## src/rtl/multi_alarm_clock.sv

```systemverilog
// multi_alarm_clock
//   24-hour BCD time-of-day clock with NUM_ALARMS programmable alarm slots, a per-second
//   tick prescaler, once-per-minute-match alarm firing, snooze and load validation.
//
// Ports
//   clk                 system clock, all state updates on the rising edge
//   reset               synchronous active-high reset
//   H_in1/H_in0         hours tens/units digits for a load
//   M_in1/M_in0         minutes tens/units digits for a load
//   LD_time             load the time-of-day from the H_in*/M_in* digits
//   LD_alarm            load alarm slot alarm_sel from the H_in*/M_in* digits
//   alarm_sel           slot written by LD_alarm
//   AL_EN               per-slot arm enable
//   STOP_al             cancel a ringing alarm and any pending snooze
//   SNOOZE              snooze a ringing alarm
//   Alarm               alarm ringing
//   alarm_id            slot that caused the current or last ring
//   snooze_pend         snooze re-ring pending
//   load_err            one-cycle pulse when a load is rejected
//   sec_tick            one-cycle pulse on each seconds advance
//   H_out*/M_out*/S_out* current time digits
module multi_alarm_clock #(
  parameter int unsigned NUM_ALARMS = 4,
  parameter int unsigned IDX_W      = 2,
  parameter int unsigned TICK_DIV   = 1,
  parameter int unsigned SNOOZE_MIN = 5
) (
  input  logic                  clk,
  input  logic                  reset,
  input  logic [1:0]            H_in1,
  input  logic [3:0]            H_in0,
  input  logic [2:0]            M_in1,
  input  logic [3:0]            M_in0,
  input  logic                  LD_time,
  input  logic                  LD_alarm,
  input  logic [IDX_W-1:0]      alarm_sel,
  input  logic [NUM_ALARMS-1:0] AL_EN,
  input  logic                  STOP_al,
  input  logic                  SNOOZE,
  output logic                  Alarm,
  output logic [IDX_W-1:0]      alarm_id,
  output logic                  snooze_pend,
  output logic                  load_err,
  output logic                  sec_tick,
  output logic [1:0]            H_out1,
  output logic [3:0]            H_out0,
  output logic [2:0]            M_out1,
  output logic [3:0]            M_out0,
  output logic [2:0]            S_out1,
  output logic [3:0]            S_out0
);

  localparam int unsigned PW       = (TICK_DIV > 1) ? $clog2(TICK_DIV) : 1;
  localparam logic [PW-1:0] PrescMax = PW'(TICK_DIV - 1);
  // Snooze delay split into BCD digits so the target can be formed with a BCD add.
  localparam logic [2:0] SnzT = 3'(SNOOZE_MIN / 10);
  localparam logic [3:0] SnzU = 4'(SNOOZE_MIN % 10);

  // Time-of-day and prescaler
  logic [1:0]    h1_q, h1_d;
  logic [3:0]    h0_q, h0_d;
  logic [2:0]    m1_q, m1_d;
  logic [3:0]    m0_q, m0_d;
  logic [2:0]    s1_q, s1_d;
  logic [3:0]    s0_q, s0_d;
  logic [PW-1:0] presc_q, presc_d;

  // Alarm slots
  logic [NUM_ALARMS-1:0][1:0] al_h1_q, al_h1_d;
  logic [NUM_ALARMS-1:0][3:0] al_h0_q, al_h0_d;
  logic [NUM_ALARMS-1:0][2:0] al_m1_q, al_m1_d;
  logic [NUM_ALARMS-1:0][3:0] al_m0_q, al_m0_d;

  // Ring / snooze state
  logic             alarm_q, alarm_d;
  logic [IDX_W-1:0] alarm_id_q, alarm_id_d;
  logic             snooze_pend_q, snooze_pend_d;
  logic [1:0]       snz_h1_q, snz_h1_d;
  logic [3:0]       snz_h0_q, snz_h0_d;
  logic [2:0]       snz_m1_q, snz_m1_d;
  logic [3:0]       snz_m0_q, snz_m0_d;
  logic             load_err_q, load_err_d;
  logic             sec_tick_q, sec_tick_d;

  // Matches found on the advance into :00, applied on the following cycle.
  logic             match_q, match_d;
  logic [IDX_W-1:0] match_id_q, match_id_d;
  logic             snz_hit_q, snz_hit_d;

  // Load validation
  logic hm_valid, sel_ok, time_ok, alarm_ok;

  always_comb begin
    hm_valid = ((H_in1 < 2'd2) && (H_in0 <= 4'd9)) || ((H_in1 == 2'd2) && (H_in0 <= 4'd3));
    hm_valid = hm_valid && (M_in1 <= 3'd5) && (M_in0 <= 4'd9);
    sel_ok   = 32'(alarm_sel) < NUM_ALARMS;
    time_ok  = LD_time && hm_valid;
    alarm_ok = LD_alarm && hm_valid && sel_ok;
    load_err_d = (LD_time && !hm_valid) || (LD_alarm && !(hm_valid && sel_ok));
  end

  // Prescaler and BCD time advance
  logic tick, sec_wrap;

  assign tick = (presc_q == PrescMax);

  always_comb begin
    h1_d       = h1_q;
    h0_d       = h0_q;
    m1_d       = m1_q;
    m0_d       = m0_q;
    s1_d       = s1_q;
    s0_d       = s0_q;
    presc_d    = presc_q;
    sec_tick_d = 1'b0;
    sec_wrap   = 1'b0;
    if (time_ok) begin
      // A load wins over a coincident tick; the second restarts cleanly.
      h1_d    = H_in1;
      h0_d    = H_in0;
      m1_d    = M_in1;
      m0_d    = M_in0;
      s1_d    = '0;
      s0_d    = '0;
      presc_d = '0;
    end else if (tick) begin
      presc_d    = '0;
      sec_tick_d = 1'b1;
      if (s0_q == 4'd9) begin
        s0_d = '0;
        if (s1_q == 3'd5) begin
          s1_d     = '0;
          sec_wrap = 1'b1;
        end else begin
          s1_d = s1_q + 3'd1;
        end
      end else begin
        s0_d = s0_q + 4'd1;
      end
      if (sec_wrap) begin
        if (m0_q == 4'd9) begin
          m0_d = '0;
          if (m1_q == 3'd5) begin
            m1_d = '0;
            if ((h1_q == 2'd2) && (h0_q == 4'd3)) begin
              h1_d = '0;
              h0_d = '0;
            end else if (h0_q == 4'd9) begin
              h1_d = h1_q + 2'd1;
              h0_d = '0;
            end else begin
              h0_d = h0_q + 4'd1;
            end
          end else begin
            m1_d = m1_q + 3'd1;
          end
        end else begin
          m0_d = m0_q + 4'd1;
        end
      end
    end else begin
      presc_d = presc_q + PW'(1);
    end
  end

  // Alarm slot writes
  always_comb begin
    al_h1_d = al_h1_q;
    al_h0_d = al_h0_q;
    al_m1_d = al_m1_q;
    al_m0_d = al_m0_q;
    for (int k = 0; k < int'(NUM_ALARMS); k++) begin
      if (alarm_ok && (alarm_sel == IDX_W'(k))) begin
        al_h1_d[k] = H_in1;
        al_h0_d[k] = H_in0;
        al_m1_d[k] = M_in1;
        al_m0_d[k] = M_in0;
      end
    end
  end

  // Match detection against the newly advanced time
  logic             any_match, snz_match;
  logic [IDX_W-1:0] low_id;

  always_comb begin
    any_match = 1'b0;
    low_id    = '0;
    // Descending scan so the lowest matching slot is the one left in low_id.
    for (int k = int'(NUM_ALARMS) - 1; k >= 0; k--) begin
      if (AL_EN[k] && (al_h1_q[k] == h1_d) && (al_h0_q[k] == h0_d) &&
          (al_m1_q[k] == m1_d) && (al_m0_q[k] == m0_d)) begin
        any_match = 1'b1;
        low_id    = IDX_W'(k);
      end
    end
    snz_match = snooze_pend_q && (snz_h1_q == h1_d) && (snz_h0_q == h0_d) &&
                (snz_m1_q == m1_d) && (snz_m0_q == m0_d);
  end

  // Snooze target: current H:M plus SNOOZE_MIN, as a BCD add with wrap at 24 h.
  // Digit arithmetic wraps in its native width; the final digit is always in range.
  logic       snz_c0, snz_c1;
  logic [3:0] tgt_m0;
  logic [2:0] tgt_m1;
  logic [1:0] tgt_h1;
  logic [3:0] tgt_h0;

  always_comb begin
    snz_c0 = ({1'b0, m0_q} + {1'b0, SnzU}) >= 5'd10;
    tgt_m0 = snz_c0 ? (m0_q + SnzU - 4'd10) : (m0_q + SnzU);
    snz_c1 = ({1'b0, m1_q} + {1'b0, SnzT} + {3'b0, snz_c0}) >= 4'd6;
    tgt_m1 = m1_q + SnzT + {2'b0, snz_c0} - (snz_c1 ? 3'd6 : 3'd0);
    tgt_h1 = h1_q;
    tgt_h0 = h0_q;
    if (snz_c1) begin
      if ((h1_q == 2'd2) && (h0_q == 4'd3)) begin
        tgt_h1 = '0;
        tgt_h0 = '0;
      end else if (h0_q == 4'd9) begin
        tgt_h1 = h1_q + 2'd1;
        tgt_h0 = '0;
      end else begin
        tgt_h0 = h0_q + 4'd1;
      end
    end
  end

  // Ring control: STOP_al > SNOOZE > match
  always_comb begin
    alarm_d       = alarm_q;
    alarm_id_d    = alarm_id_q;
    snooze_pend_d = snooze_pend_q;
    snz_h1_d      = snz_h1_q;
    snz_h0_d      = snz_h0_q;
    snz_m1_d      = snz_m1_q;
    snz_m0_d      = snz_m0_q;
    match_d       = 1'b0;
    match_id_d    = match_id_q;
    snz_hit_d     = 1'b0;
    if (STOP_al) begin
      // Any match detected now or waiting to be applied is dropped.
      alarm_d       = 1'b0;
      snooze_pend_d = 1'b0;
    end else if (SNOOZE && alarm_q) begin
      alarm_d       = 1'b0;
      snooze_pend_d = 1'b1;
      snz_h1_d      = tgt_h1;
      snz_h0_d      = tgt_h0;
      snz_m1_d      = tgt_m1;
      snz_m0_d      = tgt_m0;
    end else begin
      if (match_q) begin
        alarm_d    = 1'b1;
        alarm_id_d = match_id_q;
      end
      if (snz_hit_q) begin
        alarm_d       = 1'b1;
        snooze_pend_d = 1'b0;
      end
      match_d    = sec_wrap && any_match;
      match_id_d = low_id;
      snz_hit_d  = sec_wrap && snz_match;
    end
  end

  always_ff @(posedge clk) begin
    if (reset) begin
      h1_q          <= '0;
      h0_q          <= '0;
      m1_q          <= '0;
      m0_q          <= '0;
      s1_q          <= '0;
      s0_q          <= '0;
      presc_q       <= '0;
      al_h1_q       <= '0;
      al_h0_q       <= '0;
      al_m1_q       <= '0;
      al_m0_q       <= '0;
      alarm_q       <= 1'b0;
      alarm_id_q    <= '0;
      snooze_pend_q <= 1'b0;
      snz_h1_q      <= '0;
      snz_h0_q      <= '0;
      snz_m1_q      <= '0;
      snz_m0_q      <= '0;
      load_err_q    <= 1'b0;
      sec_tick_q    <= 1'b0;
      match_q       <= 1'b0;
      match_id_q    <= '0;
      snz_hit_q     <= 1'b0;
    end else begin
      h1_q          <= h1_d;
      h0_q          <= h0_d;
      m1_q          <= m1_d;
      m0_q          <= m0_d;
      s1_q          <= s1_d;
      s0_q          <= s0_d;
      presc_q       <= presc_d;
      al_h1_q       <= al_h1_d;
      al_h0_q       <= al_h0_d;
      al_m1_q       <= al_m1_d;
      al_m0_q       <= al_m0_d;
      alarm_q       <= alarm_d;
      alarm_id_q    <= alarm_id_d;
      snooze_pend_q <= snooze_pend_d;
      snz_h1_q      <= snz_h1_d;
      snz_h0_q      <= snz_h0_d;
      snz_m1_q      <= snz_m1_d;
      snz_m0_q      <= snz_m0_d;
      load_err_q    <= load_err_d;
      sec_tick_q    <= sec_tick_d;
      match_q       <= match_d;
      match_id_q    <= match_id_d;
      snz_hit_q     <= snz_hit_d;
    end
  end

  assign Alarm       = alarm_q;
  assign alarm_id    = alarm_id_q;
  assign snooze_pend = snooze_pend_q;
  assign load_err    = load_err_q;
  assign sec_tick    = sec_tick_q;
  assign H_out1      = h1_q;
  assign H_out0      = h0_q;
  assign M_out1      = m1_q;
  assign M_out0      = m0_q;
  assign S_out1      = s1_q;
  assign S_out0      = s0_q;

endmodule

```

## config.mk

```make
export PLATFORM = sky130hd
export DESIGN_NAME = multi_alarm_clock
export DESIGN_NICKNAME = d
export VERILOG_FILES = /design/src/rtl/multi_alarm_clock.sv
export SDC_FILE = /design/constraint.sdc
export NUM_CORES = 1
export LEC_CHECK = 0
export ABC_AREA = 0
export BUFFER_PORTS_ARGS = -buffer_cell sky130_fd_sc_hd__buf_2
export CORE_MARGIN = 2
export CORE_UTILIZATION = 60
export DETAILED_ROUTE_END_ITERATION = 12
export GPL_TIMING_DRIVEN = 0
export PLACE_DENSITY_LB_ADDON = 0.15
export SLEW_MARGIN = 20
export SYNTH_ARGS = -nofsm -noshare
export SYNTH_HDL_FRONTEND = slang
export SYNTH_SLANG_ARGS = --single-unit
```

## constraint.sdc

```tcl
create_clock -name clk -period 4.5 [get_ports clk]
set_input_delay 0 -clock clk [delete_from_list [all_inputs] [get_ports clk]]
set_output_delay 0 -clock clk [all_outputs]
set_load 0.005 [all_outputs]
```

==> impl_metrics.yaml, run 1 <==
global_routing:
  grt_pass1_vias: 5324
  busiest_layer: "met2"
  grt_max_degree: 16
  grt_pass1_wl_um: 28200
  use_met3_pct: 3.90
  overflow: 0
  gr-usage-all-layers_pct: 35.6
  use_met2_pct: 59.8
  antenna_found_initial: 0
  met1_usage_pct: 44.8
yosys:
  seq_area_frac_synth_pct: 32.4
  ys.flop_type: "dfxtp_1"
  synth_edf_count: 0
  yosys_warnings: 0
  async_flop_share_pct: 0
  postSynthAreaPerCell_um2: 8.09
  synth_top_area_share_pct: 32.4
  ys_ff_latch: 96
  synthCells: 733
  syn_area_mm2: 0.00593
  yosys.area.top_type: "dfxtp_1"
  synthTopCellsByArea: "dfxtp_1, xor2_1, nand2_1, mux2i_1, nor2_1"
  synth_nets: 767
  ys_types: 77
timing:
  fin_crit_ns: 3.78
  tightest_slew_ns: 0.857
  finalSetupTns_ns: 0
  fin_crit_sh_pct: 83.9
  finalHoldViolCount: 0
  fin_skew_ns: 0.00897
  rsz0062_at_grt: "no"
  fmaxAchievable_ghz: 0.265
  drv_slew: 0
  maxSlewHeadroom_pct: 42.8
  finalSetupViolations: 0
worst_hold_path:
  hp-class: "input pin to flop"
die:
  die_w_um: 103
  core_area_mm2: 0.00968
  num_rows: 36
  die_h_um: 103
  dieArea_mm2: 0.0107
  start_util_pct: 61.2
  ios: 51
worst_setup_path:
  start_kind: "flop"
  crit_type: "flop to flop"
  critPathArrivalTime_ns: 4.12
  cp_max_fo: 8
  worstPathRequired_ns: 4.84
  end_kind: "flop"
drt:
  vias_per_cell: 6.16
  first_pass_iters: 5
  final_antenna_net_count: 0
  drc: 0
  wl_per_cell_um: 20.0
  drt_iter0_markers: 431
  wirelength_um: 18900
  dr_total_vias: 5805
cts:
  path_clk_slew_ns: 0.10
  cts_tree: "built"
  post_cts_buffers: 0
  cts_buffer_depth: 2
  numCtsBuffers: 9
  worstSkewPairLatency_ns: 0.40
  htreeDepth: 3
  root_buffer: "clkbuf_8"
  clock-sinks: 96
power_and_ir_drop:
  vdd_drop_max_uv: 182
  leakagePower_nw: 2.62
  power.density_mw_per_mm2: 282
placement:
  gp_congestion: 0.942
  io_buffer_count: 44
  hpwlAfterDp_um: 13900
  dpl.cell_count: 910
  placed_cell_area_mm2: 0.00631
flow_run:
  maxCapViolations: 0
layout:
  area_delta_synth_final_pct: 13.0
  n_antenna_cell: 0
  nNetsFinal: 838
  instances_no_fill: 942
  drive_above_1_share_pct: 13.2
  multi_input_area_mm2: 0.00371
  fill_cells: 834
  stdcell_area_mm2: 0.00670
  regArea_mm2: 0.00192
outcome:
  status: "completed"
==> cell families (layout without fill, tap and decap cells) <==
logic type      count (synthesis)  in the layout  synth area share [%]
compound gates                133            133                  14.8
xor+xnor                       80             80                  11.8
fa+ha+maj                       9              9                  1.90
buf+inv                        58            134                  4.92
flops                          96             96                  32.4
mux                            40             40                  7.11
other cells                     1              1                0.0633
simple gates                  316            316                  26.9
==> report_power, final <==
group          total, mW  switching, mW  internal [mW]
clock              0.652          0.332          0.320
combinational      0.351          0.217          0.134
sequential         0.884         0.0188          0.865
total               1.89          0.568           1.32
==> layout make-up <==
class	count	share of cell area, %
clock inverter	3	0.709
tap	133	2.48
buffer	42	3.45
multi-input combinational	579	55.4
clock buffer	13	2.67
inverter	16	0.896
timing repair buffer	60	5.68
sequential	96	28.7
==> final timing paths <==
path         cells past startpoint  slack (ns)             to        start
max                             10        0.72  match_id_q[0]    M_out0[0]
min                              4        0.03    alarm_id[1]       SNOOZE
max reg2reg                     10        0.72  match_id_q[0]    M_out0[0]
min reg2reg                      2        0.47    alarm_id[0]  alarm_id[0]
==> worst max-delay path, cell delays in order, from the launching register on <==
cell	delay [ns]
dfxtp_1	0.49
ha_1	0.28
nand3b_1	0.18
nor4_4	0.50
mux2i_1	0.62
a21o_4	0.27
o22ai_1	0.08
a221o_1	0.28
or4_1	0.55
o22ai_1	0.28
a31o_1	0.19
==> metrics by stage <==
stage	hold slack (ns)	total power, mW	worst slack (ns)	util, %
floorplan	0.0761	1.12	1.36	-
global placement	0.216	1.22	0.860	65.2
detailed placement	0.223	1.23	0.850	65.2
CTS	0.0235	1.87	0.819	69.2
global route	0.0796	1.94	0.479	69.2
finish	0.0299	1.89	0.723	69.2
==> state kept, by name, summed over array words and instances, names as in the netlist, 4 cells and up <==
signal    flops
snz_h0_q      4
al_m1_q      12
al_m0_q      16
H_out0        4
snz_m0_q      4
al_h1_q       8
S_out0        4
al_h0_q      16
M_out0        4
==> cells in the mapped netlist (all sizes together), types with 12 or more instances <==
cell type,instances
buf,19
mux2i,32
nand3,27
xor2,52
clkbuf,22
a21oi,50
o21ai,22
dfxtp,96
inv,16
nor4,12
xnor2,28
nand2,103
nor3,24
nand4,16
nor2,74
==> cells in the final DEF (no fill, tap or decap), types with 6 or more instances in the layout <==
cell	instances
a211oi_1	11
a21oi_1	50
buf_2	52
clkbuf_1	22
clkbuf_8	13
dfxtp_1	96
dlygate4sd3_1	16
ha_1	9
inv_1	16
mux2_2	7
mux2i_1	30
nand2_1	102
nand3_1	27
nand3b_1	6
nand4_1	16
nor2_1	74
nor3_1	23
nor3b_1	6
nor4_1	11
o211ai_1	6
o21ai_0	18
or3_1	6
xnor2_1	28
xor2_1	52
==> repair_timing <==
action	CTS	global route
hold endpoints to repair	36	0
gates resized for setup	0	0
hold buffers	16	0
==> metal layers <==
layer  vias up  routed length (um)
met5         -                   0
met4         0                 707
met3        46                1270
met2       267                9080
met1      2758                7820
li1       2734                   -
(Power assumes the default switching activity.)
==> inputs of run 2 (changes only) <==
--- a/config.mk
+++ b/config.mk
@@ -5,10 +5,10 @@
 export SDC_FILE = /design/constraint.sdc
 export NUM_CORES = 1
 export LEC_CHECK = 0
-export ABC_AREA = 0
+export ABC_AREA = 1
 export BUFFER_PORTS_ARGS = -buffer_cell sky130_fd_sc_hd__buf_2
 export CORE_MARGIN = 2
-export CORE_UTILIZATION = 60
+export CORE_UTILIZATION = 54
 export DETAILED_ROUTE_END_ITERATION = 12
 export GPL_TIMING_DRIVEN = 0
 export PLACE_DENSITY_LB_ADDON = 0.15
==> constraint.sdc (replaced) <==
create_clock -name clk -period 3.4 [get_ports clk]
set_input_delay 0 -clock clk [delete_from_list [all_inputs] [get_ports clk]]
set_output_delay 0 -clock clk [all_outputs]
set_load 0.005 [all_outputs]
==> impl_metrics.yaml, run 2 <==
outcome:
  status: "completed"
placement:
  io_buffer_count: 49
  hpwlAfterDp_um: 12700
  pre_cts_ws_ns: -0.0294
  gp_congestion: 0.904
  dpl.cell_count: 1060
die:
  ios: 51
  start_util_pct: 55.5
  num_rows: 37
  dieArea_mm2: 0.0114
  die_h_um: 107
  core_area_mm2: 0.0103
  die_w_um: 107
cts:
  path_clk_slew_ns: 0.09
  clock-sinks: 96
  cts_buffer_depth: 2
  htreeDepth: 3
  post_cts_buffers: 0
  cts_tree: "built"
  root_buffer: "clkbuf_8"
  numCtsBuffers: 9
  worstSkewPairLatency_ns: 0.38
power_and_ir_drop:
  power.density_mw_per_mm2: 365
  leakagePower_nw: 3.02
  power.switching_mw: 0.739
  p_int_mw: 1.61
  switching_share_pct: 31.5
  seqPwrFrac_pct: 50.0
  power_frac_comb_pct: 20.0
  vdd_drop_max_uv: 320
  p_clk_share_pct: 30.0
layout:
  multi_input_area_mm2: 0.00323
  n_antenna_cell: 0
  final_common_cell: "nand2_1"
  drive_above_1_share_pct: 14.0
  regArea_mm2: 0.00192
  fill_cells: 1001
  mostFrequentLayoutCells: "nand2_1, inv_1, dfxtp_1, nor2_1, nand3_1"
  area_delta_synth_final_pct: 12.3
  instances_no_fill: 1086
  reg_top3: "al_h0_q x16, al_m0_q x16, al_m1_q x12"
  nNetsFinal: 980
drt:
  final_antenna_net_count: 0
  dr_total_vias: 5780
  wl_per_cell_um: 15.4
  wirelength_um: 16700
  vias_per_cell: 5.32
  first_pass_iters: 5
  drc: 0
  drt_iter0_markers: 463
timing:
  finalHoldViolCount: 0
  maxSlewHeadroom_pct: 49.0
  rsz0062_at_grt: "no"
  fin_skew_ns: 0.0162
  setup_slack_ns: 0.309
  fmaxAchievable_ghz: 0.323
  fin_crit_ns: 3.09
  finalSetupViolations: 0
  fin_crit_sh_pct: 90.9
  tightest_slew_ns: 0.762
  drv_slew: 0
yosys:
  synth_edf_count: 0
  synth-compound-area-share_pct: 14.0
  synth_common_cells: "nand2_1, inv_1, dfxtp_1"
  synthTopCellsByArea: "dfxtp_1, nand2_1, inv_1, nand3_1, a21oi_1"
  synthXorXnorAreaFrac_pct: 3.98
  synthMuxAreaShare_pct: 0
  synth_nets: 909
  postSynthAreaPerCell_um2: 6.54
  yosys.area.top_type: "dfxtp_1"
  synthAdderAreaFrac_pct: 1.97
  synth_top_area_share_pct: 33.6
  seq_area_frac_synth_pct: 33.6
  ys.flop_type: "dfxtp_1"
  ys_types: 36
  syn_area_mm2: 0.00573
  synth_simple_gate_area_share_pct: 36.2
  yosys_warnings: 0
  ys_ff_latch: 96
  synth_top_family_by_area: "simple AND/OR/NAND/NOR gates"
  async_flop_share_pct: 0
  synth.most_common_cell: "nand2_1"
  synthCells: 875
worst_setup_path:
  crit_type: "flop to flop"
  end_kind: "flop"
  cp_slowest_cell: "dfxtp_1"
  start_kind: "flop"
  cp_max_fo: 10
  worstPathRequired_ns: 3.68
  critPathArrivalTime_ns: 3.37
  crit_top_cell: "nand2_1"
  path_cells: "ha_1 > or2_2 > nand2_1 > inv_1 > ha_1 > nand2_1 > nand2_1 > nand2_1 > ha_1 > ha_1 > nand2_1 > nor2_1 > nor2_4 > clkinv_2 > nand2_1 > o21ai_0 > xnor2_1 > o21ai_0 > inv_1"
  cp_slowest_stage_delay_ns: 0.39
global_routing:
  grt_pass1_wl_um: 27000
  grt_max_degree: 15
  grt_pass1_vias: 5257
  antenna_found_initial: 0
  overflow: 0
  gr-usage-all-layers_pct: 30.8
worst_hold_path:
  hp-class: "input pin to flop"
flow_run:
  maxCapViolations: 0
## run 2: per-stage QoR
| stage | area [um2] | power, mW | util, % | TNS, ns | hold slack, ns |
|---|---|---|---|---|---|
| after floorplan | 5730 | 1.50 | - | 0 | 0.0793 |
| after global placement | 6140 | 1.65 | 59.5 | 0 | 0.201 |
| after detailed placement | 6140 | 1.65 | 59.5 | -0.0294 | 0.207 |
| after CTS | 6430 | 2.35 | 62.2 | 0 | 0.00190 |
| after global routing | 6430 | 2.46 | 62.3 | 0 | 0.00735 |
| final | 6430 | 2.35 | 62.3 | 0 | 0.0177 |
## run 2: final timing paths
path / slack [ns] / end / from / cells after the start
max: 0.31 / snz_m1_q[2] / M_out0[0] / 19
min: 0.02 / snooze_pend / SNOOZE / 5
max reg2reg: 0.31 / snz_m1_q[2] / M_out0[0] / 19
min reg2reg: 0.46 / S_out1[1] / S_out1[1] / 1
## run 2: repair_timing
item | 4_1_cts | 5_1_grt
endpoints found under the setup margin | 1 | 5
hold buffers | 11 | 0
endpoints found under the hold margin | 27 | 0
resized for setup | 1 | 2
## run 2: power by group through the flow
| stage | sequential, mW | clock (mW) | combinational (mW) |
|---|---|---|---|
| 6_report | 1.17 | 0.705 | 0.470 |
| 5_1_grt | 1.18 | 0.755 | 0.526 |
| 4_1_cts | 1.17 | 0.712 | 0.462 |
| 3_5_place_dp | 1.20 | 0 | 0.450 |
| 3_3_place_gp | 1.20 | 0 | 0.448 |
| 2_1_floorplan | 1.20 | 0 | 0.305 |
## run 2: metal layers
metal	GRT usage, %	up-vias	wire length (um)
li1	-	2948	-
met1	41.8	2573	7430
met2	49.6	226	7680
met3	5.05	33	1150
met4	10.9	0	436
met5	0	-	0
## run 2: cells by family after synthesis
family / count (synthesis)
simple gates: 451
compound gates: 151
buf+inv: 141
flops: 96
xor+xnor: 26
fa+ha+maj: 9
other cells: 1
## run 2: area by class of cell
type,count,area share [%]
Multi-Input combinational cell,638,50.2
Sequential cell,96,29.9
Inverter,115,6.73
Timing Repair Buffer,60,5.52
Tap cell,136,2.64
Clock buffer,12,2.41
Buffer,26,2.37
Clock inverter,3,0.272
## run 2: critical path, delay by kind of cell (launching register included)
family / cells / cell delay [ns]
fa+ha+maj: 4 / 0.89
simple gates: 9 / 1.01
compound gates: 2 / 0.26
xor+xnor: 1 / 0.16
flops: 1 / 0.39
buf+inv: 3 / 0.28
==> inputs of run 3 (changes only) <==
--- a/config.mk
+++ b/config.mk
@@ -11,7 +11,8 @@
 export CORE_UTILIZATION = 54
 export DETAILED_ROUTE_END_ITERATION = 12
 export GPL_TIMING_DRIVEN = 0
-export PLACE_DENSITY_LB_ADDON = 0.15
+export MAX_ROUTING_LAYER = met4
+export PLACE_DENSITY = 0.78
 export SLEW_MARGIN = 20
 export SYNTH_ARGS = -nofsm -noshare
 export SYNTH_HDL_FRONTEND = slang
==> impl_metrics.yaml, run 3 (synthesis results as in run 2) <==
outcome:
  status: "completed"
worst_setup_path:
  rr_worst_depth: 18
  critPathArrivalTime_ns: 3.36
  worstPathRequired_ns: 3.68
  path_cells: "ha_1 > or2_2 > nand2_1 > inv_1 > ha_1 > nand2_1 > nand2_1 > nand2_1 > ha_1 > ha_1 > nand2_1 > nor2_1 > nor2_2 > xor2_1 > ha_1 > xnor2_1 > o21ai_0 > inv_1"
  cp_max_fo: 8
  end_kind: "flop"
  reg2reg_to: "snz_m1_q[2]"
  cp_slowest_stage_delay_ns: 0.40
  r2r_start: "M_out0[0]"
  crit_type: "flop to flop"
  cp_slowest_cell: "dfxtp_1"
  start_kind: "flop"
  cp_top_family: "adder cells"
  ff2ff_setup_slack_ns: 0.32
  crit_buf_inv: 2
die:
  start_util_pct: 55.5
  num_rows: 37
  die_w_um: 107
  ios: 51
  die_h_um: 107
  dieArea_mm2: 0.0114
  core_area_mm2: 0.0103
drt:
  drt_iter0_markers: 506
  wl_per_cell_um: 15.1
  vias_per_cell: 5.32
  wirelength_um: 16400
  dr_total_vias: 5768
  drc: 0
  first_pass_iters: 5
  final_antenna_net_count: 0
layout:
  drive_above_1_share_pct: 13.9
  area_delta_synth_final_pct: 12.6
  mostFrequentLayoutCells: "nand2_1, inv_1, dfxtp_1, nor2_1, nand3_1"
  nNetsFinal: 979
  fin_util_pct: 62.4
  final_common_cell: "nand2_1"
  reg_top3: "al_h0_q x16, al_m0_q x16, al_m1_q x12"
  n_antenna_cell: 0
timing:
  fin_crit_sh_pct: 90.7
  maxSlewHeadroom_pct: 46.8
  drv_slew: 0
  hold_ws_ns: 0.0104
  finalSetupTns_ns: 0
  finalHoldViolCount: 0
  finalSetupViolations: 0
  fin_skew_ns: 0.0127
  fmaxAchievable_ghz: 0.324
  fin_crit_ns: 3.08
  rsz0062_at_grt: "no"
  tightest_slew_ns: 0.795
global_routing:
  antenna_found_initial: 0
  overflow: 0
  grt_pass1_vias: 5252
  grt_max_degree: 15
  grt_pass1_wl_um: 26200
  gr-usage-all-layers_pct: 30.4
worst_hold_path:
  hp-class: "input pin to flop"
  hold_start: "M_in0[3]"
  hold_path_end: "al_m0_q[15]"
  whs_path_depth: 3
power_and_ir_drop:
  p_int_mw: 1.72
  switching_share_pct: 29.9
  power.density_mw_per_mm2: 380
  power_frac_comb_pct: 19.0
  power.switching_mw: 0.734
  leakagePower_nw: 3.03
  seqPwrFrac_pct: 47.9
  vdd_drop_max_uv: 332
  p_clk_share_pct: 33.1
cts:
  worstSkewPairLatency_ns: 0.38
  clock-sinks: 96
  path_clk_slew_ns: 0.10
  cts_buffer_depth: 2
  root_buffer: "clkbuf_8"
  htreeDepth: 3
  post_cts_buffers: 0
  cts_tree: "built"
  numCtsBuffers: 9
placement:
  hpwlAfterDp_um: 12500
  io_buffer_count: 49
  gp_congestion: 1.01
flow_run:
  maxCapViolations: 0
==> run 3: power by group through the flow <==
stage	clock network, mW	registers [mW]	logic, mW
finish	0.810	1.18	0.466
floorplan	0	1.20	0.305
global route	0.852	1.18	0.517
CTS	0.812	1.17	0.457
global placement	0	1.20	0.443
detailed placement	0	1.20	0.446
==> run 3: repair_timing <==
item	in CTS	in global routing
setup endpoints to repair	0	4
resized for setup	0	2
endpoints found under the hold margin	24	0
hold buffers	10	0
==> run 3: worst max-delay path by stage <==
stage	from	to	cells past startpoint
after floorplan	M_out0[0]	snz_m1_q[2]	19
after global placement	M_out0[0]	snz_m1_q[2]	19
after detailed placement	M_out0[0]	snz_m1_q[2]	19
after CTS	M_out0[0]	snz_m1_q[2]	19
after global routing	M_out0[0]	snz_m1_q[2]	19
final	M_out0[0]	snz_m1_q[2]	18
==> run 3: layout make-up <==
cell class	instances	area, um2
multi-input cells	638	3220
plain buffers	26	153
well taps	136	170
clock buffers	11	131
clock inverters	4	70.1
repair buffers	59	345
inverters	115	432
fillers	1002	3880
flip-flops and latches	96	1920
==> run 3: through the flow <==
step | power [mW] | setup slack [ns] | instance area [um2] | cells
after global routing | 2.55 | 0.110 | 6450 | 1085
after global placement | 1.64 | 0.0584 | 6140 | 1060
after detailed placement | 1.65 | 0.0338 | 6140 | 1060
after CTS | 2.44 | 0.0208 | 6440 | 1085
final | 2.45 | 0.317 | 6450 | 1085
after floorplan | 1.50 | 0.461 | 5730 | 875
==> run 3: tightest hold or removal path: cells and delay by family <==
kind / cells / cell delay (ns)
AO/OA/AOI/OAI: 2 / 0.21
buffers and inverters: 1 / 0.15
==> run 3: per-layer routing <==
metal	track usage, %	wire length [um]	vias to the layer above
met1	39.6	7450	2609
met3	5.29	957	21
met4	8.63	329	0
met5	-	0	-
met2	49.0	7650	195
li1	-	-	2943
